<file path="src/rtl/lock_access_ctrl.sv">
// Access controller: round-robin arbitration between keypad and remote, serial code
// delivery to the lock core, verdict handling with timeout, failure lockout and door hold.
module lock_access_ctrl #(
  parameter int MAX_FAIL    = 3,
  parameter int LOCKOUT_CYC = 16,
  parameter int OPEN_CYC    = 8,
  parameter int RSP_TIMEOUT = 8
) (
  input  logic       clk,
  input  logic       reset,
  input  logic [1:0] req,
  input  logic [3:0] code0,
  input  logic [3:0] code1,
  output logic [1:0] grant,
  output logic       busy,
  output logic       lock_clr,
  output logic       lock_in,
  input  logic       lock_unlock,
  input  logic       lock_error,
  output logic       door_open,
  output logic       lockout,
  output logic [1:0] fail_cnt,
  output logic       timeout_err
);

  localparam int M0   = (RSP_TIMEOUT > 4) ? RSP_TIMEOUT : 4;
  localparam int M1   = (OPEN_CYC > M0) ? OPEN_CYC : M0;
  localparam int MAXC = (LOCKOUT_CYC > M1) ? LOCKOUT_CYC : M1;
  localparam int CW   = $clog2(MAXC + 1);

  typedef enum logic [2:0] {IDLE, CLEAR, SEND, WAIT, OPEN, LOCKOUT} state_t;

  state_t          state, state_n;
  logic [CW-1:0]   cnt, cnt_n;
  logic [1:0]      own, own_n;
  logic [3:0]      code, code_n;
  logic            last, last_n;
  logic [1:0]      fail_n, fail_inc;
  logic            tmo_n, pick;
  logic [1:0]      bidx;

  assign fail_inc = (fail_cnt >= 2'(MAX_FAIL)) ? fail_cnt : fail_cnt + 2'd1;

  always_ff @(posedge clk or posedge reset) begin
    if (reset) begin
      state       <= IDLE;
      cnt         <= '0;
      own         <= '0;
      code        <= '0;
      last        <= 1'b1;  // requester 0 wins the first contest
      fail_cnt    <= '0;
      timeout_err <= 1'b0;
    end else begin
      state       <= state_n;
      cnt         <= cnt_n;
      own         <= own_n;
      code        <= code_n;
      last        <= last_n;
      fail_cnt    <= fail_n;
      timeout_err <= tmo_n;
    end
  end

  // cnt restarts at 0 on every state entry; each state reads it as its own elapsed-cycle index
  always_comb begin
    state_n = state;
    cnt_n   = cnt + CW'(1);
    own_n   = own;
    code_n  = code;
    last_n  = last;
    fail_n  = fail_cnt;
    tmo_n   = 1'b0;
    pick    = 1'b0;
    case (state)
      IDLE: begin
        cnt_n = '0;
        if (req != 2'b00) begin
          pick    = (req == 2'b11) ? ~last : req[1];
          own_n   = pick ? 2'b10 : 2'b01;
          code_n  = pick ? code1 : code0;
          last_n  = pick;
          state_n = CLEAR;
        end
      end
      CLEAR: begin
        cnt_n   = '0;
        state_n = SEND;
      end
      SEND: begin
        if (cnt == CW'(3)) begin
          cnt_n   = '0;
          state_n = WAIT;
        end
      end
      WAIT: begin
        if (lock_unlock && !lock_error) begin
          fail_n  = '0;
          cnt_n   = '0;
          state_n = OPEN;
        end else if (lock_error || cnt == CW'(RSP_TIMEOUT - 1)) begin
          tmo_n   = !lock_error;
          fail_n  = fail_inc;
          own_n   = '0;
          cnt_n   = '0;
          state_n = (fail_inc == 2'(MAX_FAIL)) ? LOCKOUT : IDLE;
        end
      end
      OPEN: begin
        if (cnt == CW'(OPEN_CYC - 1)) begin
          own_n   = '0;
          cnt_n   = '0;
          state_n = IDLE;
        end
      end
      LOCKOUT: begin
        if (cnt == CW'(LOCKOUT_CYC - 1)) begin
          fail_n  = '0;
          cnt_n   = '0;
          state_n = IDLE;
        end
      end
      default: begin
        cnt_n   = '0;
        own_n   = '0;
        state_n = IDLE;
      end
    endcase
  end

  assign bidx      = 2'd3 - cnt[1:0];
  assign grant     = own;
  assign busy      = (state == CLEAR) || (state == SEND) || (state == WAIT);
  assign lock_clr  = (state == CLEAR);
  assign lock_in   = (state == SEND) && code[bidx];
  assign door_open = (state == OPEN);
  assign lockout   = (state == LOCKOUT);

endmodule

</file>
<file path="config.mk">
export PLATFORM = sky130hd
export DESIGN_NAME = lock_access_ctrl
export DESIGN_NICKNAME = d
export VERILOG_FILES = /design/src/rtl/lock_access_ctrl.sv
export SDC_FILE = /design/constraint.sdc
export NUM_CORES = 1
export LEC_CHECK = 0
export ABC_CLOCK_PERIOD_IN_PS = 4500
export CELL_PAD_IN_SITES_DETAIL_PLACEMENT = 1
export CELL_PAD_IN_SITES_GLOBAL_PLACEMENT = 2
export CORE_UTILIZATION = 33
export CTS_BUF_LIST = sky130_fd_sc_hd__clkbuf_16
export CTS_CLUSTER_SIZE = 20
export DETAILED_ROUTE_END_ITERATION = 8
export PLACE_DENSITY = 0.85
export SETUP_SLACK_MARGIN = 0.1
export SLEW_MARGIN = 20
export SYNTH_ARGS = -nofsm -noshare
export SYNTH_HDL_FRONTEND = slang
export SYNTH_SLANG_ARGS = --single-unit
</file>
<file path="constraint.sdc">
create_clock -name clk -period 4.5 [get_ports clk]
set_input_delay 0.9 -clock clk [delete_from_list [all_inputs] [get_ports clk]]
set_output_delay 0.9 -clock clk [all_outputs]
set_load 0.005 [all_outputs]
</file>
==> results.yml <==
status:
  status: "finished, final reports clean"
grt:
  grt_overflow: 0
  grt_pass1_vias: 1026
  grt_util_all_layers_pct: 18.16
  grt_pass1_wl_um: 4878
  antenna_found_initial: 0
  grt_max_degree: 19
cells_and_area:
  antennaDiodeCount: 0
  syn2layout_area_growth_pct: 31.32
  finalNetCount: 161
  layout-drive-gt1-share_pct: 6.383
setup_path:
  crit_start: "state[0]"
  path_max_fanout: 18
  crit_required_ns: 3.60
  start_kind: "flop"
  worstSetupPathType: "flop to output pin"
  regToRegStartpoint: "state[0]"
  endpoint_kind: "output pin"
  cp.arrival_ns: 2.01
yosys:
  synth_nets: 136
  syn_area_per_cell_um2: 9.560
  yosys-top-cells-area: "dfrtp_1, ha_1, a21oi_1"
  synth-seq-area-share_pct: 40.38
  synth.distinct_cells: 42
  synth-edff-count: 0
  synthTopCellsByCount: "dfrtp_1, nor2_1, a21oi_1"
  syn_inst: 117
  synth_async_sr_flop_share_pct: 100.0
  yosysWarningCount: 0
  netlist_area_um2: 1119
  synth_largest_area_cell: "dfrtp_1"
  yosysMostFrequentCell: "dfrtp_1"
  ys.flop_type: "dfrtp_1"
  ys_seq_elements: 18
  synth_top_cell_area_share_pct: 38.03
place:
  port_buffers: 23
  hpwlAfterDp_um: 2151
  gp_congestion: 0.7488
  post-place-ws_ns: 1.887
floorplan:
  start_util_pct: 35.76
  die_area_um2: 3626
  die_w_um: 60.22
  rows: 20
  pin_count: 24
  die_y_um: 60.22
  core_area_um2: 3128
sta:
  hold_viol: 0
  fin_skew_ns: 0.007447
  rsz0062_at_grt: "no"
  final.min_clock_period_ns: 2.907
  drv_slew: 0
  fmax_mhz: 343.9
  tns_ns: 0
  worst_slew_pin_slew_ns: 0.7386
  period_share_pct: 64.61
  relSlewSlack_pct: 50.70
  setup_slack_ns: 1.593
  setup_viol: 0
clock_network:
  postCtsSetupBuffers: 0
  htreeDepth: 1
  cts_tree: "built"
  ctsResizeCount: 0
  cts.clk_slew.worst_paths_ns: 0.06
  clk-insertion-delay-late_ns: 0.25
  cts.sinks: 18
  cts_buffers: 3
  clockBufferDepth: 2
  root_buffer: "clkbuf_16"
  hold_buffers: 0
drt:
  wl_per_cell_um: 15.49
  drt-total-wl_um: 2865
  drtAntennaViolNets: 0
  drc_errors: 0
  viasPerCell: 5.216
  routed-via-count: 965
  drtPass1Iterations: 4
  drtIter0Drc: 21
hold_path:
  hp-start: "grant[0]"
  hp-class: "flop to flop"
power:
  ir_worst_vdd_mv: 0.2376
  power_leakage_uw: 0.0006291
  p_per_area_nw_per_um2: 594.3
flow_run:
  drv_cap: 0
==> flip-flops by register name, summed over array words and instances, names as in the netlist <==
name	count
fail_cnt	2
state	3
timeout_err	1
code	4
last	1
grant	2
cnt	5
==> cell families (layout without fill, tap and decap cells) <==
logic type               Yosys count  in the layout  share of synthesized area [%]
AO/OA/AOI/OAI                     34             34                          20.47
XOR/XNOR                           3              3                          2.349
adder cells (fa/ha/maj)            5              5                          5.593
buffers and inverters             10             34                          3.580
flip-flops                        18             18                          40.38
multiplexers                       6              6                          6.599
AND/OR/NAND/NOR                   41             41                          21.03
==> worst max-delay path, stage by stage (launching register included) <==
cell,delay (ns)
dfrtp_1,0.57
or3b_2,0.54
nor2b_1,0.12
clkdlybuf4s50_1,0.52
==> report_power, final <==
part	total [uW]	switching, uW	internal (uW)
Sequential	300	77.8	222
Combinational	390	185	205
Clock	183	64.7	118
==> cells in the final DEF (no fill, tap or decap), types with 2 or more instances in the layout <==
master | netlist | layout
o21ai_0 | 6 | 6
ha_1 | 5 | 5
o22ai_1 | 3 | 3
inv_1 | 7 | 8
o32a_1 | 2 | 2
nor2_1 | 13 | 13
clkbuf_16 | 0 | 3
clkdlybuf4s50_1 | 0 | 23
nor2b_1 | 3 | 3
o32ai_1 | 2 | 2
nor3_1 | 3 | 3
nand2_1 | 2 | 2
dfrtp_1 | 17 | 17
and3_1 | 2 | 2
a21oi_1 | 10 | 10
nand2b_1 | 4 | 4
mux2i_1 | 4 | 4
nand3_1 | 5 | 5
xor2_1 | 2 | 2
nand3b_1 | 2 | 2
==> worst paths after layout <==
kind,end,slack (ns),cells after the start
max in group asynchronous,code[3],2.96,2
worst min register to register,grant[0],0.50,1
worst max-delay path,lock_in,1.59,3
min in group asynchronous,cnt[1],1.07,2
worst min-delay path,grant[0],0.50,1
worst max register to register,state[0],2.49,3
==> per-layer routing <==
metal	wire (um)	GRT usage (%)	vias up
li1	-	-	481
met1	1431	25.57	470
met2	1346	28.73	11
met3	61	2.597	3
met4	26	4.983	0
met5	0	0	-
==> area by class of cell <==
| cell class | instances | area [um^2] |
|---|---|---|
| well taps | 44 | 55.05 |
| multi-input cells | 89 | 626.9 |
| inverters | 7 | 26.28 |
| repair buffers | 23 | 230.2 |
| clock buffers | 3 | 75.07 |
| fillers | 353 | 1659 |
| clock inverters | 1 | 3.754 |
| flip-flops and latches | 18 | 451.7 |
==> through the flow <==
stage               power, uW  utilization (%)  instance area (um^2)  cells  hold slack (ns)
floorplan               537.4                -                  1119    117           0.4787
global placement        677.7            44.44                  1390    181           0.4831
detailed placement      690.0            44.44                  1390    181           0.4871
CTS                     876.6            46.96                  1469    185           0.5049
global route            940.4            46.96                  1469    185           0.5212
finish                  873.0            46.96                  1469    185           0.4989
No activity file was read; power rests on OpenSTA's default activity.
